--- src/rtl/remote_comm_if.sv ---
// Host-side command/response bundle of the remote_comm UART link.
// The serial pins stay outside this bundle; it carries only the host handshake.
interface remote_comm_if;
  logic [15:0] cmd;
  logic        snd_cmd;
  logic        cmd_snt;
  logic        resp_rdy;
  logic [7:0]  resp;

  modport master (output cmd, snd_cmd, input cmd_snt, resp_rdy, resp);
  modport slave  (input cmd, snd_cmd, output cmd_snt, resp_rdy, resp);
endinterface

--- src/rtl/remote_comm.sv ---
// Host-side UART link: sends a 16-bit command as two 8N1 bytes (high first)
// and captures single-byte responses from the robot.
module remote_comm #(
  parameter int BAUD_DIV = 2604
) (
  input  logic        clk,
  input  logic        rst_n,   // synchronous, active-high despite the name
  input  logic        RX,
  output logic        TX,
  remote_comm_if.slave host
);

  localparam int CNT_W = (BAUD_DIV > 1) ? $clog2(BAUD_DIV) : 1;
  localparam logic [CNT_W-1:0] BIT_END  = CNT_W'(BAUD_DIV - 1);
  localparam logic [CNT_W-1:0] HALF_END = CNT_W'(BAUD_DIV / 2 - 1);

  typedef enum logic [1:0] {S_IDLE, S_TX_HI, S_TX_LO} snd_state_e;
  typedef enum logic       {R_IDLE, R_BUSY}          rcv_state_e;

  // ---------------- sender FSM ----------------
  snd_state_e snd_state, snd_next;
  logic [7:0] lo_hold;
  logic       tx_load, snd_accept, tx_done, cmd_snt_q;
  logic [7:0] tx_byte;

  // transmitter datapath
  logic [9:0]       tx_shift;
  logic [CNT_W-1:0] tx_baud;
  logic [3:0]       tx_bit;
  logic             tx_busy;

  assign tx_done = tx_busy && (tx_baud == BIT_END) && (tx_bit == 4'd9);

  // NOTE: every signal written here gets a default first, so no path can infer a latch.
  always_comb begin
    snd_next   = snd_state;
    tx_load    = 1'b0;
    tx_byte    = lo_hold;
    snd_accept = 1'b0;
    case (snd_state)
      S_IDLE: if (host.snd_cmd) begin
        snd_accept = 1'b1;
        tx_load    = 1'b1;
        tx_byte    = host.cmd[15:8];
        snd_next   = S_TX_HI;
      end
      S_TX_HI: if (tx_done) begin
        tx_load  = 1'b1;
        snd_next = S_TX_LO;
      end
      S_TX_LO: if (tx_done) snd_next = S_IDLE;
      default: snd_next = S_IDLE;
    endcase
  end

  // NOTE: state is updated with non-blocking assignments so every flop sees pre-edge values.
  always_ff @(posedge clk) begin
    if (rst_n) begin
      snd_state <= S_IDLE;
      lo_hold   <= '0;
      cmd_snt_q <= 1'b0;
    end else begin
      snd_state <= snd_next;
      if (snd_accept) begin
        lo_hold   <= host.cmd[7:0];
        cmd_snt_q <= 1'b0;
      end else if (snd_state == S_TX_LO && tx_done) begin
        cmd_snt_q <= 1'b1;
      end
    end
  end

  // A load on the final stop-bit clock wins, so the low byte follows with no gap.
  always_ff @(posedge clk) begin
    if (rst_n) begin
      tx_shift <= '1;
      tx_baud  <= '0;
      tx_bit   <= '0;
      tx_busy  <= 1'b0;
    end else if (tx_load) begin
      tx_shift <= {1'b1, tx_byte, 1'b0};
      tx_baud  <= '0;
      tx_bit   <= '0;
      tx_busy  <= 1'b1;
    end else if (tx_busy) begin
      if (tx_baud == BIT_END) begin
        tx_baud  <= '0;
        tx_shift <= {1'b1, tx_shift[9:1]};
        if (tx_bit == 4'd9) begin
          tx_bit  <= '0;
          tx_busy <= 1'b0;
        end else begin
          tx_bit <= tx_bit + 4'd1;
        end
      end else begin
        tx_baud <= tx_baud + 1'b1;
      end
    end
  end

  assign TX = tx_shift[0];

  // ---------------- receiver FSM ----------------
  rcv_state_e       rcv_state, rcv_next;
  logic             rx_meta, rx_sync;
  logic [CNT_W-1:0] rx_baud;
  logic [3:0]       rx_bit;
  logic [7:0]       rx_shift, resp_q;
  logic             resp_rdy_q, rx_sample, rx_start, rx_done;

  // Start bit is checked half a bit in; later bits a full bit apart (mid-bit).
  assign rx_sample = (rcv_state == R_BUSY) &&
                     (rx_baud == ((rx_bit == 4'd0) ? HALF_END : BIT_END));

  always_comb begin
    rcv_next = rcv_state;
    rx_start = 1'b0;
    rx_done  = 1'b0;
    case (rcv_state)
      R_IDLE: if (!rx_sync) begin
        rx_start = 1'b1;
        rcv_next = R_BUSY;
      end
      R_BUSY: if (rx_sample) begin
        if (rx_bit == 4'd0 && rx_sync) begin
          rcv_next = R_IDLE;              // glitch, not a real start bit
        end else if (rx_bit == 4'd9) begin
          rx_done  = 1'b1;
          rcv_next = R_IDLE;
        end
      end
      default: rcv_next = R_IDLE;
    endcase
  end

  always_ff @(posedge clk) begin
    if (rst_n) begin
      rx_meta    <= 1'b1;
      rx_sync    <= 1'b1;
      rcv_state  <= R_IDLE;
      rx_baud    <= '0;
      rx_bit     <= '0;
      rx_shift   <= '0;
      resp_q     <= '0;
      resp_rdy_q <= 1'b0;
    end else begin
      rx_meta   <= RX;
      rx_sync   <= rx_meta;
      rcv_state <= rcv_next;
      if (rx_start) begin
        rx_baud <= '0;
        rx_bit  <= '0;
      end else if (rcv_state == R_BUSY) begin
        if (rx_sample) begin
          rx_baud <= '0;
          rx_bit  <= (rx_bit == 4'd9) ? 4'd0 : rx_bit + 4'd1;
          if (rx_bit >= 4'd1 && rx_bit <= 4'd8) rx_shift <= {rx_sync, rx_shift[7:1]};
        end else begin
          rx_baud <= rx_baud + 1'b1;
        end
      end
      if (rx_done) begin
        resp_q     <= rx_shift;
        resp_rdy_q <= 1'b1;
      end else if (rx_start || snd_accept) begin
        resp_rdy_q <= 1'b0;
      end
    end
  end

  assign host.cmd_snt  = cmd_snt_q;
  assign host.resp_rdy = resp_rdy_q;
  assign host.resp     = resp_q;

endmodule

--- src/flat_wrapper.sv ---
// flat-port wrapper written by rule: the top's interface ports become plain ports
module remote_comm_flat 
#(
  parameter int BAUD_DIV = 2604
)
  (clk, rst_n, RX, TX, host_cmd, host_snd_cmd, host_cmd_snt, host_resp_rdy, host_resp);
  remote_comm_if host_i ();
  input  logic clk;
  input  logic rst_n;
  input  logic RX;
  output logic TX;
  input wire logic [$bits(host_i.cmd)-1:0] host_cmd;
  input wire logic [$bits(host_i.snd_cmd)-1:0] host_snd_cmd;
  output wire logic [$bits(host_i.cmd_snt)-1:0] host_cmd_snt;
  output wire logic [$bits(host_i.resp_rdy)-1:0] host_resp_rdy;
  output wire logic [$bits(host_i.resp)-1:0] host_resp;
  assign host_i.cmd = host_cmd;
  assign host_i.snd_cmd = host_snd_cmd;
  assign host_cmd_snt = host_i.cmd_snt;
  assign host_resp_rdy = host_i.resp_rdy;
  assign host_resp = host_i.resp;
  remote_comm #(.BAUD_DIV(BAUD_DIV)) u_core (.clk(clk), .rst_n(rst_n), .RX(RX), .TX(TX), .host(host_i));
endmodule
--- config.mk ---
export PLATFORM = sky130hd
export DESIGN_NAME = remote_comm_flat
export DESIGN_NICKNAME = d
export VERILOG_FILES = /design/src/rtl/remote_comm_if.sv /design/src/rtl/remote_comm.sv /design/src/flat_wrapper.sv
export SDC_FILE = /design/constraint.sdc
export NUM_CORES = 1
export LEC_CHECK = 0
export CAP_MARGIN = 20
export CORE_ASPECT_RATIO = 1.75
export CORE_UTILIZATION = 51
export CTS_CLUSTER_DIAMETER = 50
export CTS_CLUSTER_SIZE = 20
export DETAILED_ROUTE_END_ITERATION = 7
export PLACE_DENSITY = 0.75
export SETUP_SLACK_MARGIN = 0.02
export SLEW_MARGIN = 20
export SYNTH_ARGS = -nofsm -noshare
export SYNTH_HDL_FRONTEND = slang
export SYNTH_SLANG_ARGS = --single-unit
--- constraint.sdc ---
create_clock -name clk -period 1.9 [get_ports clk]
set_input_delay 0.57 -clock clk [delete_from_list [all_inputs] [get_ports clk]]
set_output_delay 0.57 -clock clk [all_outputs]
set_load 0.01 [all_outputs]
==> out/metrics.cfg <==
[clock_network]
clk-insertion-delay-late_ns=0.34
cts_hold_buffers=0
post_cts.repair.setup_buffers=0
tritoncts=done
post_cts_resized=1
ctsLongestPathBuffers=2
numCtsBuffers=9
htreeDepth=3
root_buffer=clkbuf_8
clk_pin_slew_ns=0.08
cts_sinks=73

[worst_setup_path]
reg2reg_depth=6
end_kind=flop
rrSetupSlack_ns=0.06
r2r-end=u_core.host.resp[7]$_SDFFE_PP0P_
cp-endpoint=u_core.host.resp[7]$_SDFFE_PP0P_
critPathKind=reg2reg
path_max_fanout=10
crit_arrival_ns=2.06
critPathLaunchType=flop
r2r_start=u_core.rx_bit[1]$_SDFFE_PP0P_
crit_start=u_core.rx_bit[1]$_SDFFE_PP0P_
cp.required_ns=2.13

[synth]
ys_seq_area_share_pct=46.3
synth_warnings=0
netlist_area_mm2=0.00316
synth_top_cell_area_share_pct=46.3
synth_flop_cell=dfxtp_1
ys_types=46
synth_area_leaders=dfxtp_1 (46%), nor2_1 (8.0%), mux2i_1 (7.9%)
avgSynthCellArea_um2=8.92
synthArstFlopShare_pct=0
synth_edf_count=0
netlist.top_cell.by_area=dfxtp_1
synth-seq-cells=73
synthCells=354
synth_fp_nets=376

[finish]
n_fill_cell=532
multiInputGateArea_mm2=0.00163
num_antenna_cells=0
finalNetCount=425
drive_gt1_share_pct=14.0
stdcell_area_mm2=0.00391
area_growth_syn_to_layout_pct=23.8
seqCellArea_mm2=0.00146

[run_status]
status=finished, final reports clean

[drt]
vias=2566
drt_iter0_drc=102
routed_wirelength_mm=6.16
vias_per_cell=5.28
drc=0
first_pass_iters=4
ant_nets=0
wl_per_cell_um=12.7

[floorplan]
core_area_mm2=0.00593
die_area_mm2=0.00652
rows=37
die_y_um=106
dieWidth_um=61.5
start_util_pct=53.3
ios=31

[placed_design]
dp_hpwl_mm=4.31
place_ws_ns=-0.0268
port_buffers=30
gp_congestion=0.841
place_area_mm2=0.00367

[min_path]
min_path_type=reg2reg

[timing]
hold_ws_ns=0.419
rsz0062_at_grt=yes
period_needed_ns=1.84
setup_violations=0
fin_ws_ns=0.0638
tightest_slew_ns=0.403
period_share_pct=96.6
slew_headroom_pct=72.9
hold_viol=0
drv_slew=0
finalSetupTns_ns=0
skew_ns=0.0101
max_freq_mhz=545

[flow_run]
maxCapViolCount=0

[power_and_ir_drop]
ir_drop_mv=0.802
powerDensity_mw_per_mm2=767
p_leak_uw=0.00158

[grt]
overflow=0
grt_max_degree=20
grt.total_usage_pct=21.5
antenna_found_initial=0
grt_pass1_vias=2546
grt_pass1_wl_mm=10.7

## per-stage QoR
step / cells / utilization (%) / total power [µW]
final: 486 / 66.0 / 3000
after CTS: 486 / 65.4 / 3030
after floorplan: 354 / - / 1720
after global routing: 486 / 66.0 / 3110
after global placement: 470 / 61.9 / 1800
after detailed placement: 470 / 61.9 / 1810
## sequential cells by signal, indices dropped and copies added, names as in the netlist
name                  cells
u_core.host.cmd_snt       1
u_core.host.resp          8
u_core.host.resp_rdy      1
u_core.lo_hold            8
u_core.rcv_state          1
u_core.rx_baud           12
u_core.rx_bit             4
u_core.rx_meta            1
u_core.rx_shift           8
u_core.rx_sync            1
u_core.snd_state          2
u_core.tx_baud           12
u_core.tx_bit             4
u_core.tx_busy            1
u_core.tx_shift           9
## power by group
part / total, µW / internal (µW) / switching, µW
sequential: 1590 / 1560 / 24.0
clock: 1220 / 652 / 573
combinational: 187 / 99.4 / 87.2
## critical path, stage by stage, from the launching register on
cell       delay, ns
dfxtp_1         0.32
or4_4           0.55
nor4b_4         0.30
o2111ai_2       0.14
buf_6           0.19
mux2i_2         0.17
nor2_1          0.06
## placed cells by master (no fill, tap or decap), drive strengths merged, types with 7 or more instances in the layout
cell           instances
nand2                 37
a211oi                 8
xnor2                 12
mux2i                 25
clkbuf                11
dfxtp                 73
a21oi                 17
nor2                  67
xor2                  14
nand3                  8
a211o                  7
clkdlybuf4s50         30
buf                   25
nand4                  8
## cell families after synthesis
group / share of synthesized area [%]
AO/OA/AOI/OAI: 10.7
XOR/XNOR: 7.21
adder cells (fa/ha/maj): 0.793
buffers and inverters: 2.97
flip-flops: 46.3
multiplexers: 7.93
AND/OR/NAND/NOR: 24.1
## cells in the mapped netlist (all sizes together), types with 2 or more instances
master	number
dfxtp	73
nor2	67
nand2	37
mux2i	25
a21oi	17
xor2	14
clkbuf	13
xnor2	12
a211oi	8
nand3	8
nand4	8
a211o	7
nor2b	6
o21ai	6
inv	5
and2	4
buf	4
nor3	4
nor4b	4
nand2b	3
or2	3
a31oi	2
and3	2
and4	2
ha	2
o2111ai	2
o21bai	2
or3	2
## per-layer routing
metal | GRT usage, % | part of all wire (%) | vias to the layer above
met5 | 0 | 0 | -
met2 | 35.6 | 53 | 43
met4 | 10.6 | 2.1 | 0
met1 | 25.2 | 42 | 1195
met3 | 4.74 | 3.0 | 13
li1 | - | - | 1315
## layout make-up
type	instances	area share (%)
Tap cell	78	2.50
Timing Repair Buffer	55	12.6
Multi-Input combinational cell	259	41.8
Clock buffer	11	3.62
Sequential cell	73	37.4
Clock inverter	5	1.63
Inverter	5	0.480
## worst min-delay path by stage
stage          depth (start not counted)                 startpoint                        end  slack, ns
3_5_place_dp                           1  u_core.rx_meta$_SDFF_PP1_  u_core.rx_sync$_SDFF_PP1_       0.40
4_1_cts                                1  u_core.rx_meta$_SDFF_PP1_  u_core.rx_sync$_SDFF_PP1_       0.42
5_1_grt                                1  u_core.rx_meta$_SDFF_PP1_  u_core.rx_sync$_SDFF_PP1_       0.45
6_report                               1  u_core.rx_meta$_SDFF_PP1_  u_core.rx_sync$_SDFF_PP1_       0.42
3_3_place_gp                           1  u_core.rx_meta$_SDFF_PP1_  u_core.rx_sync$_SDFF_PP1_       0.39
2_1_floorplan                          1  u_core.rx_meta$_SDFF_PP1_  u_core.rx_sync$_SDFF_PP1_       0.39
No activity file was read; power rests on OpenSTA's default activity.
